--- config.mk ---
export PLATFORM = sky130hd
export DESIGN_NAME = fetch_unit
export DESIGN_NICKNAME = d
export VERILOG_FILES = /design/src/rtl/fetch_unit.sv
export SDC_FILE = /design/constraint.sdc
export NUM_CORES = 1
export LEC_CHECK = 0
export BUFFER_PORTS_ARGS = -buffer_cell sky130_fd_sc_hd__buf_2
export CAP_MARGIN = 5
export CORE_MARGIN = 2
export CORE_UTILIZATION = 46
export CTS_CLUSTER_DIAMETER = 30
export DETAILED_ROUTE_END_ITERATION = 12
export GPL_TIMING_DRIVEN = 0
export HOLD_SLACK_MARGIN = 0.15
export PLACE_DENSITY = 0.81
export SETUP_SLACK_MARGIN = 0.4
export SLEW_MARGIN = 20
export SYNTH_ARGS = -nofsm -noshare
export SYNTH_HDL_FRONTEND = slang
export SYNTH_SLANG_ARGS = --single-unit
--- constraint.sdc ---
create_clock -name clk -period 2.1 [get_ports clk]
set_input_delay 0.105 -clock clk [delete_from_list [all_inputs] [get_ports clk]]
set_output_delay 0.105 -clock clk [all_outputs]
set_load 0.01 [all_outputs]
--- src/rtl/fetch_unit.sv ---
`default_nettype none
// ==========================================================================
// fetch_unit : 8-bit-PC instruction fetch stage (req/ack memory, valid/ready issue) | rev 1.0
// ==========================================================================
module fetch_unit #(
  parameter int ADDR_W  = 8,
  parameter int TIMEOUT = 15
) (
  input  logic              clk,
  input  logic              rst,
  output logic              imem_req,
  output logic [ADDR_W-1:0] imem_addr,
  input  logic              imem_ack,
  input  logic [15:0]       imem_rdata,
  output logic [15:0]       instr,
  output logic              instr_valid,
  input  logic              instr_ready,
  input  logic              pc_jump,
  input  logic              pc_branch,
  input  logic [ADDR_W-1:0] target,
  output logic [ADDR_W-1:0] pc,
  output logic              fetch_err,
  output logic [15:0]       issue_count
);

  localparam int CNT_W = (TIMEOUT > 1) ? $clog2(TIMEOUT) : 1;
  localparam logic [CNT_W-1:0] LAST_WAIT = CNT_W'(TIMEOUT - 1);

  typedef enum logic [1:0] {
    FETCH = 2'd0,
    ISSUE = 2'd1,
    ERR   = 2'd2
  } state_t;

  state_t           state;
  logic [CNT_W-1:0] wait_cnt;

  // Request is gated by rst so memory sees it drop the moment reset asserts.
  assign imem_req  = (state == FETCH) && !rst;
  assign imem_addr = pc;

  always_ff @(posedge clk or posedge rst) begin
    if (rst) begin
      state       <= FETCH;
      pc          <= '0;
      instr       <= '0;
      instr_valid <= 1'b0;
      fetch_err   <= 1'b0;
      issue_count <= '0;
      wait_cnt    <= '0;
    end else begin
      case (state)
        FETCH: begin
          if (imem_ack) begin
            instr       <= imem_rdata;
            instr_valid <= 1'b1;
            wait_cnt    <= '0;
            state       <= ISSUE;
          end else if (wait_cnt == LAST_WAIT) begin
            // Last acceptable cycle passed without an ack.
            fetch_err <= 1'b1;
            wait_cnt  <= '0;
            state     <= ERR;
          end else begin
            wait_cnt <= wait_cnt + CNT_W'(1);
          end
        end
        ISSUE: begin
          if (instr_ready) begin
            issue_count <= issue_count + 16'd1;
            pc          <= (pc_jump || pc_branch) ? target : pc + ADDR_W'(1);
            instr_valid <= 1'b0;
            state       <= FETCH;
          end
        end
        ERR: begin
          fetch_err   <= 1'b1;
          instr_valid <= 1'b0;
        end
        default: begin
          state <= FETCH;
        end
      endcase
    end
  end

endmodule
`default_nettype wire

==> results of run 1 <==
## worst reg2reg max path: cells and delay by family (launching register included)
| family | cells | cell delay (ns) |
|---|---|---|
| DFF | 1 | 0.42 |
| xor gates and xnor gates | 1 | 0.14 |
| and+or+nand+nor | 3 | 0.58 |
| adders and majority gates | 1 | 0.23 |
| buffers and inverters | 1 | 0.10 |
## kinds of logic (layout without fill, tap and decap cells)
kind of cell / after synthesis / after routing / synth area share [%]
AO/OA/AOI/OAI: 30 / 30 / 8.015
adder cells (fa/ha/maj): 8 / 8 / 4.362
XOR/XNOR: 15 / 15 / 5.725
flip-flops: 48 / 48 / 52.34
AND/OR/NAND/NOR: 64 / 64 / 16.36
buffers and inverters: 18 / 129 / 4.471
multiplexers: 18 / 18 / 8.724
## area by class of cell
cell class                 count  area (µm²)
clock buffer                   5       68.82
sequential                    48        1201
clock inverter                 3       42.54
tap                           67       83.83
buffer                        12       82.58
multi-input combinational    135        1008
timing repair buffer         103       640.6
fill                         393        1604
inverter                       6       22.52
## cell usage in the layout, fill, tap and decap left out, types with 2 or more instances in the layout
master	instances
ha_2	2
nand2_1	16
ha_1	6
mux2_2	16
a2bb2oi_1	3
o21ai_0	6
and4_1	2
xor2_1	4
mux2i_1	2
nand4_1	4
buf_2	83
nor2_2	2
a21o_1	2
buf_4	9
a21oi_1	12
clkbuf_8	5
xnor2_1	11
nand3_1	10
nand2_4	2
nor2_1	9
nor3_1	4
or3_1	2
dfrtp_1	48
o22ai_1	4
dlygate4sd3_1	22
inv_1	5
## repair_timing
item / in CTS / in global routing
hold endpoints to repair: 42 / 0
resized for setup: 1 / 5
setup endpoints to repair: 9 / 18
hold buffers: 22 / 0
## metal layers
metal	wire length, µm	vias up
met3	227	10
li1	-	921
met2	2701	52
met5	0	-
met1	2113	903
met4	83	0
## synth_stat cells (all sizes together) (3+ instances only)
master and count:
dfrtp 48, nand2 18, mux2 16, a21oi 12, buf 12, nand3 12
nor2 11, xnor2 11, ha 8, inv 6, o21ai 6, nand4 5
nor3 5, o22ai 4, xor2 4, a2bb2oi 3
## final timing paths
check,start,cells after the start,end,slack (ns)
setup / recovery,state[1]$_DFFE_PP0P_,6,issue_count[12]$_DFFE_PP0P_,0.52
max in group asynchronous,rst,4,issue_count[1]$_DFFE_PP0P_,1.24
hold / removal,instr_ready,3,issue_count[2]$_DFFE_PP0P_,0.16
min in group asynchronous,rst,3,instr[6]$_DFFE_PP0P_,0.37
hold reg to reg,issue_count[15]$_DFFE_PP0P_,1,issue_count[15]$_DFFE_PP0P_,0.47
setup reg to reg,state[1]$_DFFE_PP0P_,6,issue_count[12]$_DFFE_PP0P_,0.52
## metrics by stage
step | power [mW] | setup slack [ns]
after floorplan | 2.317 | 0.5897
after global placement | 2.793 | 0.2377
after detailed placement | 2.843 | 0.3950
after CTS | 3.544 | 0.4408
after global routing | 3.800 | 0.4295
final | 3.560 | 0.5212
## report_power, final
| group | internal (mW) | switching [mW] |
|---|---|---|
| Combinational | 0.702 | 0.691 |
| Sequential | 1.21 | 0.288 |
| Clock | 0.353 | 0.314 |
## registers in the layout, summed over array words and instances, names as in the netlist
register	count
instr	16
issue_count	16
imem_addr	8
wait_cnt	4
state	2
fetch_err	1
instr_valid	1
==> run metrics, run 1 <==
Rel. slew slack=69.14%; Worst setup EP type=flip-flop; Tmin final=1.579 ns; grt met2 use=34.22%; FFs w/ async S/R, synth=100.0%; All-Layer GR Usage=19.60%; setup tns final=0 ns; final net count=349; smallest hold slack=0.1637 ns; total gr overflow=0; RSZ-0062 raised after global routing=no; Fmax achieved=633.4 MHz; P_leak=1.576 nW; Hold Vio Cnt, Final=0; clock latency on the worst-skew pair=0.30 ns; worst hold path type=in -> reg; sequential area share after synthesis=52.34%; met3 usage=4.418%; Sink Count=48; FF+latch count, synth=48; max incr delay on CP=0.42 ns; largest net degree at the start of global routing=28; Clock transition at path regs=0.09 ns; DP Cell Count=349; GR peak layer=met2; Die Y=74.63 µm; die area=5570 µm²; area delta synth->final=37.30%; Avg Inst Size Synth=11.42 µm²; chip width=74.63 µm; num rows=25; dominant synthesized flop cell=dfrtp_1; Max clock buf depth=2; DRC Markers=0; Tcrit/Tclk final=75.18%; vias=1886; WL per Instance=13.53 µm; fin util=66.26%; Mapped Area=2295 µm²; placed cell area=2799 µm²; detailed placement HPWL=3529 µm; startpoint types=flip-flop; gpl congestion=0.7780; Pwr Density=1130 nW/µm²; Ant. Diodes=0; synthesized net count=239; Worst path slowest cell=dfrtp_1; PortBufs=80; CTS H-tree lvls=2; Iter 0 DRT Violations=125; final non-filler cell total=379; Num CTS Buffers=5; EDFF count, synth=0; # IOs=81; routed vias/inst=4.976; CTS Root Cell=clkbuf_8; cells after synthesis=201; Routed Antenna Nets=0; Yosys warning count=0; drt first pass iters=4; cells along the critical path=inv_1 -> ha_2 -> nand3_4 -> nor4_4 -> nand3_2 -> xnor2_1; Yosys cell types=39; CTS tree=done; M1 GR Usage=24.63%; Setup CP Type=reg -> reg; Worst EP arrival=1.77 ns; slew at the pin with the worst max-slew slack=0.4623 ns; share of cells above drive strength 1=41.99%; area fraction of the dominant cell type after synthesis=52.34%; max-slew violation count=0; Post-Layout Inst Area=3151 µm²; Max Clock Skew=0.003785 ns; Starting Density=48.26%; # setup viols final=0; status=completed; vias in the first global route=1818; CP Data Required Time=2.29 ns; Maximum Capacitance Violations=0; crit path max fanout=5; core area=4755 µm²; cell family with most CP delay=simple AND/OR/NAND/NOR gates; cell taking the most area after synthesis=dfrtp_1; Buf+Inv Stages, Crit Path=1; Post-Route WL=5126 µm; first-pass GRT wire length=8349 µm; Area contributors post-synth=dfrtp_1, mux2_2, ha_1; setup bufs post-CTS=0; initial antenna violation count=0; Worst IR Drop VDD=0.6495 mV
(Power assumes the default switching activity.)
==> run 2: changes to the inputs <==
--- a/config.mk
+++ b/config.mk
@@ -8,12 +8,12 @@
 export BUFFER_PORTS_ARGS = -buffer_cell sky130_fd_sc_hd__buf_2
 export CAP_MARGIN = 5
 export CORE_MARGIN = 2
-export CORE_UTILIZATION = 46
+export CORE_UTILIZATION = 45
 export CTS_CLUSTER_DIAMETER = 30
 export DETAILED_ROUTE_END_ITERATION = 12
 export GPL_TIMING_DRIVEN = 0
 export HOLD_SLACK_MARGIN = 0.15
-export PLACE_DENSITY = 0.81
+export PLACE_DENSITY = 0.82
 export SETUP_SLACK_MARGIN = 0.4
 export SLEW_MARGIN = 20
 export SYNTH_ARGS = -nofsm -noshare
==> constraint.sdc (replaced) <==
create_clock -name clk -period 1.4 [get_ports clk]
set_input_delay 0.07 -clock clk [delete_from_list [all_inputs] [get_ports clk]]
set_output_delay 0.07 -clock clk [all_outputs]
set_load 0.01 [all_outputs]
==> run 2 against run 1 <==
Compared with the run above: the flow now finishes with violations (negative hold slack, negative setup slack); critical path type is now reg -> out; combinational power rose to 2.9 times the previous value; setup slack got worse by 0.60 ns; global-route usage rose by 3.9 points; cell count rose by 13%; non-clock buffer count rose by 50; clock skew rose by 0.0073 ns; largest cell class is now buffers.
==> run metrics, run 2 (same netlist as run 1, synthesis figures left out) <==
Fmax achieved=676.7 MHz; Max clock buf depth=2; Iter 0 DRT Violations=100; initial antenna violation count=0; max incr delay on CP=0.42 ns; Post-Route WL=7610 µm; first-pass GRT wire length=10200 µm; All-Layer GR Usage=23.50%; Die Y=75.41 µm; vias=2298; num rows=25; # IOs=81; # setup viols final=9; clock latency on the worst-skew pair=0.32 ns; Hold Vio Cnt, Final=23; core area=4817 µm²; Num CTS Buffers=5; P_leak=2.005 nW; CTS Root Cell=clkbuf_8; WL per Instance=17.74 µm; CP Data Required Time=1.33 ns; Routed Antenna Nets=0; smallest hold slack=-0.1889 ns; RSZ-0062 raised after global routing=yes; Post-Layout Inst Area=4135 µm²; Worst setup EP type=output pin; placed cell area=2939 µm²; cell family with most CP delay=flip-flops; total gr overflow=0; worst hold path type=in -> async; Pwr Density=1822 nW/µm²; Post-CTS Hold Buffers=24; crit path max fanout=3; failing checks=negative hold slack, negative setup slack; R2R cell count=6; Worst IR Drop VDD=1.129 mV; detailed placement HPWL=3476 µm; Ant. Diodes=0; routed vias/inst=5.357; vias in the first global route=2205; Maximum Capacitance Violations=0; gpl congestion=0.8035; DP Cell Count=348; Starting Density=47.64%; status=complete, but fails checks; drt first pass iters=4; fin worst setup slack=-0.07775 ns; most frequent cells in the layout=buf_2, buf_6, dfrtp_1; chip width=75.41 µm; Tmin final=1.478 ns; Buf+Inv Stages, Crit Path=4; die area=5687 µm²; Worst path slowest cell=dfrtp_1; cells along the critical path=inv_2 -> ha_4 -> buf_12 -> inv_4 -> nor2_1 -> buf_2; Max Clock Skew=0.01112 ns; max-slew violation count=0; PortBufs=80; final net count=399; startpoint types=flip-flop; final non-filler cell total=429; Tcrit/Tclk final=105.6%; Setup CP Type=reg -> out; Rel. slew slack=62.36%; Clock transition at path regs=0.10 ns; Worst EP arrival=1.41 ns; Critical Path Stages=6; CTS tree=done; slew at the pin with the worst max-slew slack=0.5634 ns; share of cells above drive strength 1=64.64%; Sink Count=48; commonest non-fill, non-tap cell in the layout=buf_2; DRC Markers=0; CTS H-tree lvls=2; largest net degree at the start of global routing=49; area delta synth->final=80.21%
## run 2: changes by cell type in the layout (fill, tap and decap cells not counted), moves of 4 or more
cell / before / now
nand3_1: 10 / 6
buf_6: 0 / 39
buf_2: 83 / 67
dfrtp_2: 0 / 13
a21oi_2: 0 / 7
mux2_2: 16 / 2
mux2_4: 0 / 14
buf_4: 9 / 30
dfrtp_1: 48 / 35
inv_1: 5 / 1
ha_4: 0 / 5
a21oi_1: 12 / 4
ha_1: 6 / 2
nor3_1: 4 / 0
## run 2: through the flow
| step | power [mW] | utilization, % | hold slack, ns | worst slack, ns | TNS, ns |
|---|---|---|---|---|---|
| 3_3_place_gp | 4.448 | 61.01 | 0.3005 | -0.03790 | -0.2536 |
| 4_1_cts | 6.716 | 78.94 | 0.01593 | -0.04424 | -0.1599 |
| 5_1_grt | 7.899 | 85.84 | -0.1575 | -0.1535 | -1.700 |
| 3_5_place_dp | 4.537 | 61.01 | 0.3054 | -0.04537 | -0.4711 |
| 2_1_floorplan | 3.740 | - | 0.09955 | 0.06384 | 0 |
| 6_report | 7.534 | 85.84 | -0.1889 | -0.07775 | -0.3558 |
## run 2: layer usage
metal | global-route usage, % | vias up | wire length (µm)
li1 | - | 1011 | -
met1 | 27.40 | 1152 | 2835
met2 | 40.87 | 106 | 4055
met3 | 6.614 | 29 | 426
met4 | 9.357 | 0 | 293
met5 | 0 | - | 0
## run 2: final timing paths
path	end	slack [ns]	startpoint
min in group clk	state[1]$_DFFE_PP0P_	0.19	imem_ack
max in group asynchronous	issue_count[5]$_DFFE_PP0P_	1.08	rst
worst min-delay path	instr[1]$_DFFE_PP0P_	-0.19	rst
worst max-delay path	imem_req	-0.08	state[1]$_DFFE_PP0P_
worst max register to register	issue_count[10]$_DFFE_PP0P_	-0.07	state[1]$_DFFE_PP0P_
worst min register to register	issue_count[15]$_DFFE_PP0P_	0.48	issue_count[15]$_DFFE_PP0P_
## run 2: layout make-up
type | count | area [µm²]
Fill cell | 241 | 681.9
Tap cell | 67 | 83.83
Timing Repair Buffer | 153 | 1212
Sequential cell | 48 | 1217
Inverter | 6 | 28.78
Multi-Input combinational cell | 135 | 1340
Buffer | 12 | 137.6
Clock buffer | 5 | 68.82
Clock inverter | 3 | 46.29
## run 2: what timing repair did
item                       4_1_cts  5_1_grt
gates resized for setup         61       40
cloned                           2        0
buffers inserted                28       18
pin swaps                       21       20
setup endpoints to repair       65       74
hold endpoints to repair        72       23
## run 2: worst reg2reg max path: stages (launching register included)
cell and delay, ns:
dfrtp_1 0.42, inv_2 0.11, ha_4 0.17, nand3_4 0.12, nor4_4 0.28, buf_4 0.16, xor2_1 0.13
## run 2: report_power, final
| part | internal [mW] | switching, mW | leakage [nW] | total [mW] |
|---|---|---|---|---|
| Sequential | 1.84 | 0.532 | 0.577 | 2.38 |
| Clock | 0.539 | 0.527 | 0.0548 | 1.07 |
| Combinational | 2.42 | 1.67 | 1.37 | 4.09 |
| Total | 4.80 | 2.73 | 2.00 | 7.53 |
